[config.mk]
export PLATFORM = sky130hd
export DESIGN_NAME = mem_port_arbiter
export DESIGN_NICKNAME = d
export VERILOG_FILES = /design/src/rtl/mem_port_arbiter.sv
export SDC_FILE = /design/constraint.sdc
export NUM_CORES = 1
export LEC_CHECK = 0
export CELL_PAD_IN_SITES_DETAIL_PLACEMENT = 2
export CELL_PAD_IN_SITES_GLOBAL_PLACEMENT = 2
export CORE_MARGIN = 3
export CORE_UTILIZATION = 24
export DETAILED_ROUTE_END_ITERATION = 6
export PLACE_DENSITY = 0.86
export SLEW_MARGIN = 20
export SYNTH_ARGS = -nofsm -noshare
export SYNTH_HDL_FRONTEND = slang
export SYNTH_SLANG_ARGS = --single-unit
[constraint.sdc]
create_clock -name i_clk -period 5.64 [get_ports i_clk]
set_input_delay 1.128 -clock i_clk [delete_from_list [all_inputs] [get_ports i_clk]]
set_output_delay 1.128 -clock i_clk [all_outputs]
set_load 0.005 [all_outputs]
[src/rtl/mem_port_arbiter.sv]
// Shared memory port arbiter: data-stage requests take fixed priority over fetch,
// one access in flight at a time, with an 8-bit watchdog that aborts stuck accesses.
module mem_port_arbiter #(
    parameter int ADDR_W  = 32,
    parameter int DATA_W  = 32,
    parameter int TIMEOUT = 255
) (
    input  logic                i_clk,
    input  logic                i_rst,
    input  logic                i_if_req,
    input  logic [ADDR_W-1:0]   i_if_addr,
    input  logic                i_dm_req,
    input  logic                i_dm_we,
    input  logic [ADDR_W-1:0]   i_dm_addr,
    input  logic [DATA_W-1:0]   i_dm_wdata,
    input  logic [DATA_W/8-1:0] i_dm_be,
    output logic                o_mem_req,
    output logic                o_mem_we,
    output logic [ADDR_W-1:0]   o_mem_addr,
    output logic [DATA_W-1:0]   o_mem_wdata,
    output logic [DATA_W/8-1:0] o_mem_be,
    input  logic                i_mem_ack,
    input  logic [DATA_W-1:0]   i_mem_rdata,
    output logic [DATA_W-1:0]   o_if_data,
    output logic                o_if_valid,
    output logic [DATA_W-1:0]   o_dm_rdata,
    output logic                o_dm_valid,
    output logic                o_if_stall,
    output logic                o_dm_stall,
    output logic                o_err
);

    localparam logic [7:0] WDOG_LIMIT = 8'(TIMEOUT);

    typedef enum logic [1:0] {
        IDLE,
        IF_BUSY,
        DM_BUSY
    } state_t;

    state_t     state, state_n;
    logic [7:0] wdog;
    logic [7:0] wdog_inc;
    logic       grant_dm, grant_if, ack_done, timeout;

    assign wdog_inc = wdog + 8'd1;

    // A requester whose valid is high this cycle is masked so it is not granted twice.
    always_comb begin
        state_n  = state;
        grant_dm = 1'b0;
        grant_if = 1'b0;
        ack_done = 1'b0;
        timeout  = 1'b0;
        case (state)
            IDLE: begin
                if (i_dm_req && !o_dm_valid) begin
                    grant_dm = 1'b1;
                    state_n  = DM_BUSY;
                end else if (i_if_req && !o_if_valid) begin
                    grant_if = 1'b1;
                    state_n  = IF_BUSY;
                end
            end
            IF_BUSY, DM_BUSY: begin
                if (i_mem_ack && o_mem_req) begin
                    ack_done = 1'b1;
                    state_n  = IDLE;
                end else if (wdog_inc == WDOG_LIMIT) begin
                    timeout  = 1'b1;
                    state_n  = IDLE;
                end
            end
            default: state_n = IDLE;
        endcase
    end

    always_ff @(posedge i_clk) begin
        if (i_rst) begin
            state <= IDLE;
        end else begin
            state <= state_n;
        end
    end

    always_ff @(posedge i_clk) begin
        if (i_rst) begin
            o_mem_req   <= 1'b0;
            o_mem_we    <= 1'b0;
            o_mem_addr  <= '0;
            o_mem_wdata <= '0;
            o_mem_be    <= '0;
            o_if_data   <= '0;
            o_dm_rdata  <= '0;
            o_if_valid  <= 1'b0;
            o_dm_valid  <= 1'b0;
            o_err       <= 1'b0;
            wdog        <= '0;
        end else begin
            o_if_valid <= 1'b0;
            o_dm_valid <= 1'b0;
            o_err      <= 1'b0;
            if (grant_dm) begin
                o_mem_req   <= 1'b1;
                o_mem_we    <= i_dm_we;
                o_mem_addr  <= i_dm_addr;
                o_mem_wdata <= i_dm_wdata;
                o_mem_be    <= i_dm_be;
                wdog        <= '0;
            end else if (grant_if) begin
                o_mem_req   <= 1'b1;
                o_mem_we    <= 1'b0;
                o_mem_addr  <= i_if_addr;
                o_mem_wdata <= '0;
                o_mem_be    <= '1;
                wdog        <= '0;
            end else if (ack_done || timeout) begin
                // An aborted access still completes towards its owner, with zero data.
                o_mem_req <= 1'b0;
                o_err     <= timeout;
                if (state == DM_BUSY) begin
                    o_dm_valid <= 1'b1;
                    o_dm_rdata <= ack_done ? i_mem_rdata : '0;
                end else begin
                    o_if_valid <= 1'b1;
                    o_if_data  <= ack_done ? i_mem_rdata : '0;
                end
            end else if (state != IDLE) begin
                wdog <= wdog_inc;
            end
        end
    end

    assign o_if_stall = i_if_req & ~o_if_valid;
    assign o_dm_stall = i_dm_req & ~o_dm_valid;

endmodule

==> impl_metrics.toml <==
[run_status]
status = "finished clean"

[yosys]
ys_types = 37
synthCells = 510
synth_seq_area_share_pct = 55.4
syn-num-nets = 652
ys_seq_elements = 147
syn_area_per_cell_um2 = 10.4
syn_area_um2 = 5310
synth_edf_count = 0
yosys_warnings = 0
synth-main-ff-cell = "dfxtp_1"
ys_async_sr_fraction_pct = 0

[timing]
final_max_slew_viol_count = 0
max_freq_mhz = 284
period_share_pct = 62.3
tightest_slew_ns = 0.691
setup-violations-final = 0
period_minus_slack_ns = 3.52
fin_worst_skew_ns = 0.0136
rsz0062_at_grt = "false"
slew_headroom_pct = 54.0
finalHoldViolCount = 0
setup_tns_ns = 0

[setup_path]
worstPathRequired_ns = 4.51
slowest_delay_ns = 0.57
slowest_stage = "clkdlybuf4s50_1"
crit_buf_inv = 2
critical_path_class = "in -> out"
crit_path_frequent_cell = "clkdlybuf4s50_1"
end_kind = "primary output"
cp.arrival_ns = 2.39
worstSetupPathDepth = 3
cp_top_family = "buffers and inverters"
cp-start-kind = "input port"
reg2regPathDepth = 8
path_cells = "clkdlybuf4s50_1 -> nor2b_4 -> clkdlybuf4s50_1"
worst-path-max-fanout = 5

[grt]
grt.total_usage_pct = 17.9
grt_max_degree = 69
antenna_found_initial = 0
grt_pass1_wl_um = 33600
grt_pass1_vias = 5676
grt-ovfl-total = 0

[clocking]
post_cts_resized = 0
worstSkewPairLatency_ns = 0.42
clk_path_buf_depth = 2
cts_root_buf = "clkbuf_16"
post_cts_buffers = 0
cts_sinks = 147
cts_inserted_buffers = 17
cts_hold_buffers = 0
htree_levels = 4
clkTransAtPathRegs_ns = 0.07
cts_tree = "done"

[die]
io_pins = 277
dieWidth_um = 155
rows = 53
die_h_um = 155
fp.coreArea_um2 = 21400
initial_core_util_pct = 24.9
die_area_um2 = 23900

[routing]
drt_wl_total_um = 21700
firstDrtPassIters = 4
routedWlPerCell_um = 20.5
avgViaCountPerCell = 4.90
drt_iter0_markers = 204
drc = 0
via_count = 5194
drtAntennaViolNets = 0

[place]
numPortBuffers = 276
gp_congestion = 0.765
placed_area_um2 = 8250
hpwl_um = 15900

[power]
power_density_nw_per_um2 = 383
total_leakage_power_nw = 3.32
ir_drop_uv = 204

[min_path]
min_path_cells = 1
min_path_type = "reg -> reg"

[cells_and_area]
antennaDiodeCount = 0
fin_nets = 913
area_delta_synth_final_pct = 66.5
final_area_um2 = 8840
final_layout_size_suffix_gt1_share_pct = 6.89

[job]
drv_cap = 0
per-stage QoR:
| step | total power [mW] | setup WS (ns) | util (%) | std cells | hold WS [ns] |
|---|---|---|---|---|---|
| floorplan | 1.75 | 2.87 | - | 510 | 0.466 |
| global placement | 2.24 | 2.05 | 38.6 | 1027 | 0.455 |
| detailed placement | 2.28 | 1.99 | 38.6 | 1027 | 0.457 |
| CTS | 3.44 | 2.12 | 41.4 | 1059 | 0.477 |
| global route | 3.60 | 2.09 | 41.4 | 1059 | 0.501 |
| finish | 3.39 | 2.12 | 41.4 | 1059 | 0.474 |
worst reg2reg max path, cell delays in order (launching register included):
cell	delay, ns
dfxtp_1	0.37
inv_1	0.08
ha_1	0.20
buf_4	0.27
o21ai_0	0.17
nand2b_1	0.33
nor4b_4	0.34
buf_4	0.39
a22o_1	0.26
cell usage after synthesis (2+ instances only):
| cell | n | share of area, % |
|---|---|---|
| o21a_1 | 2 | 0.28 |
| nor2_1 | 53 | 3.7 |
| nand2_1 | 43 | 3.0 |
| dfxtp_1 | 147 | 55 |
| buf_1 | 3 | 0.21 |
| ha_1 | 4 | 0.94 |
| inv_1 | 4 | 0.28 |
| and2_1 | 2 | 0.24 |
| buf_2 | 12 | 1.1 |
| a31oi_1 | 2 | 0.24 |
| a311oi_1 | 33 | 5.4 |
| o21ai_0 | 4 | 0.38 |
| a21oi_1 | 5 | 0.47 |
| nand3_1 | 35 | 3.3 |
| xor2_1 | 4 | 0.66 |
| a22o_1 | 97 | 16 |
| buf_6 | 9 | 1.9 |
| nand4_1 | 3 | 0.35 |
| clkbuf_1 | 21 | 1.5 |
| nor3_1 | 6 | 0.57 |
| nand2b_1 | 2 | 0.24 |
| xnor2_1 | 2 | 0.33 |
| nor2b_4 | 2 | 0.52 |
| or3_1 | 2 | 0.24 |
state kept, by name, summed over array words and instances (netlist names), 2 cells and up:
name,count
o_dm_rdata,32
o_if_data,32
o_mem_addr,32
o_mem_wdata,32
wdog,8
o_mem_be,4
state,2
per-layer routing:
layer / part of all wire [%] / up-vias / global-route usage [%] / wire, µm
li1: - / 2417 / - / -
met3: 8.1 / 18 / 6.44 / 1750
met4: 1.5 / 0 / 4.37 / 329
met1: 40 / 2559 / 20.2 / 8630
met5: 0 / - / 0 / 0
met2: 51 / 200 / 32.0 / 11000
report_power, final:
part | switching (mW) | internal [mW] | total [mW]
Combinational | 0.480 | 0.489 | 0.970
Sequential | 0.0841 | 1.18 | 1.27
Clock | 0.508 | 0.642 | 1.15
kinds of logic after synthesis:
logic type | after synthesis | share of synthesized area, %
AO/OA/AOI/OAI | 150 | 24.0
AND/OR/NAND/NOR | 154 | 13.6
buffers and inverters | 49 | 5.02
adder cells (fa/ha/maj) | 4 | 0.943
flip-flops | 147 | 55.4
XOR/XNOR | 6 | 0.990
final cells by class:
cell class              instances  area, µm²
fillers                      2259      12500
clock buffers                  18        439
repair buffers                287       2840
well taps                     275        344
inverters                       4       15.0
multi-input cells             314       2110
clock inverters                14        153
flip-flops and latches        147       2940
worst paths after layout:
| kind | startpoint | to | slack, ns |
|---|---|---|---|
| setup / recovery | i_if_req | o_if_stall | 2.12 |
| hold / removal | o_dm_rdata[14] | o_dm_rdata[14] | 0.47 |
| setup reg to reg | state[1] | o_if_data[24] | 3.19 |
| hold reg to reg | o_dm_rdata[14] | o_dm_rdata[14] | 0.47 |
layout by cell type (no fill, tap or decap), types with 3 or more instances in the layout:
master	netlist	layout
a311oi_1	33	33
o21ai_0	4	4
inv_6	0	6
buf_4	0	11
clkbuf_16	0	17
clkdlybuf4s50_1	0	275
dfxtp_1	147	147
nor3_1	6	6
a22o_1	97	97
nor2_1	53	52
xor2_1	4	4
nand4_1	3	3
nand3_1	35	35
ha_1	4	4
a21oi_1	5	4
inv_8	0	4
inv_1	4	4
nand2_1	43	43
No activity file was read; power rests on OpenSTA's default activity.
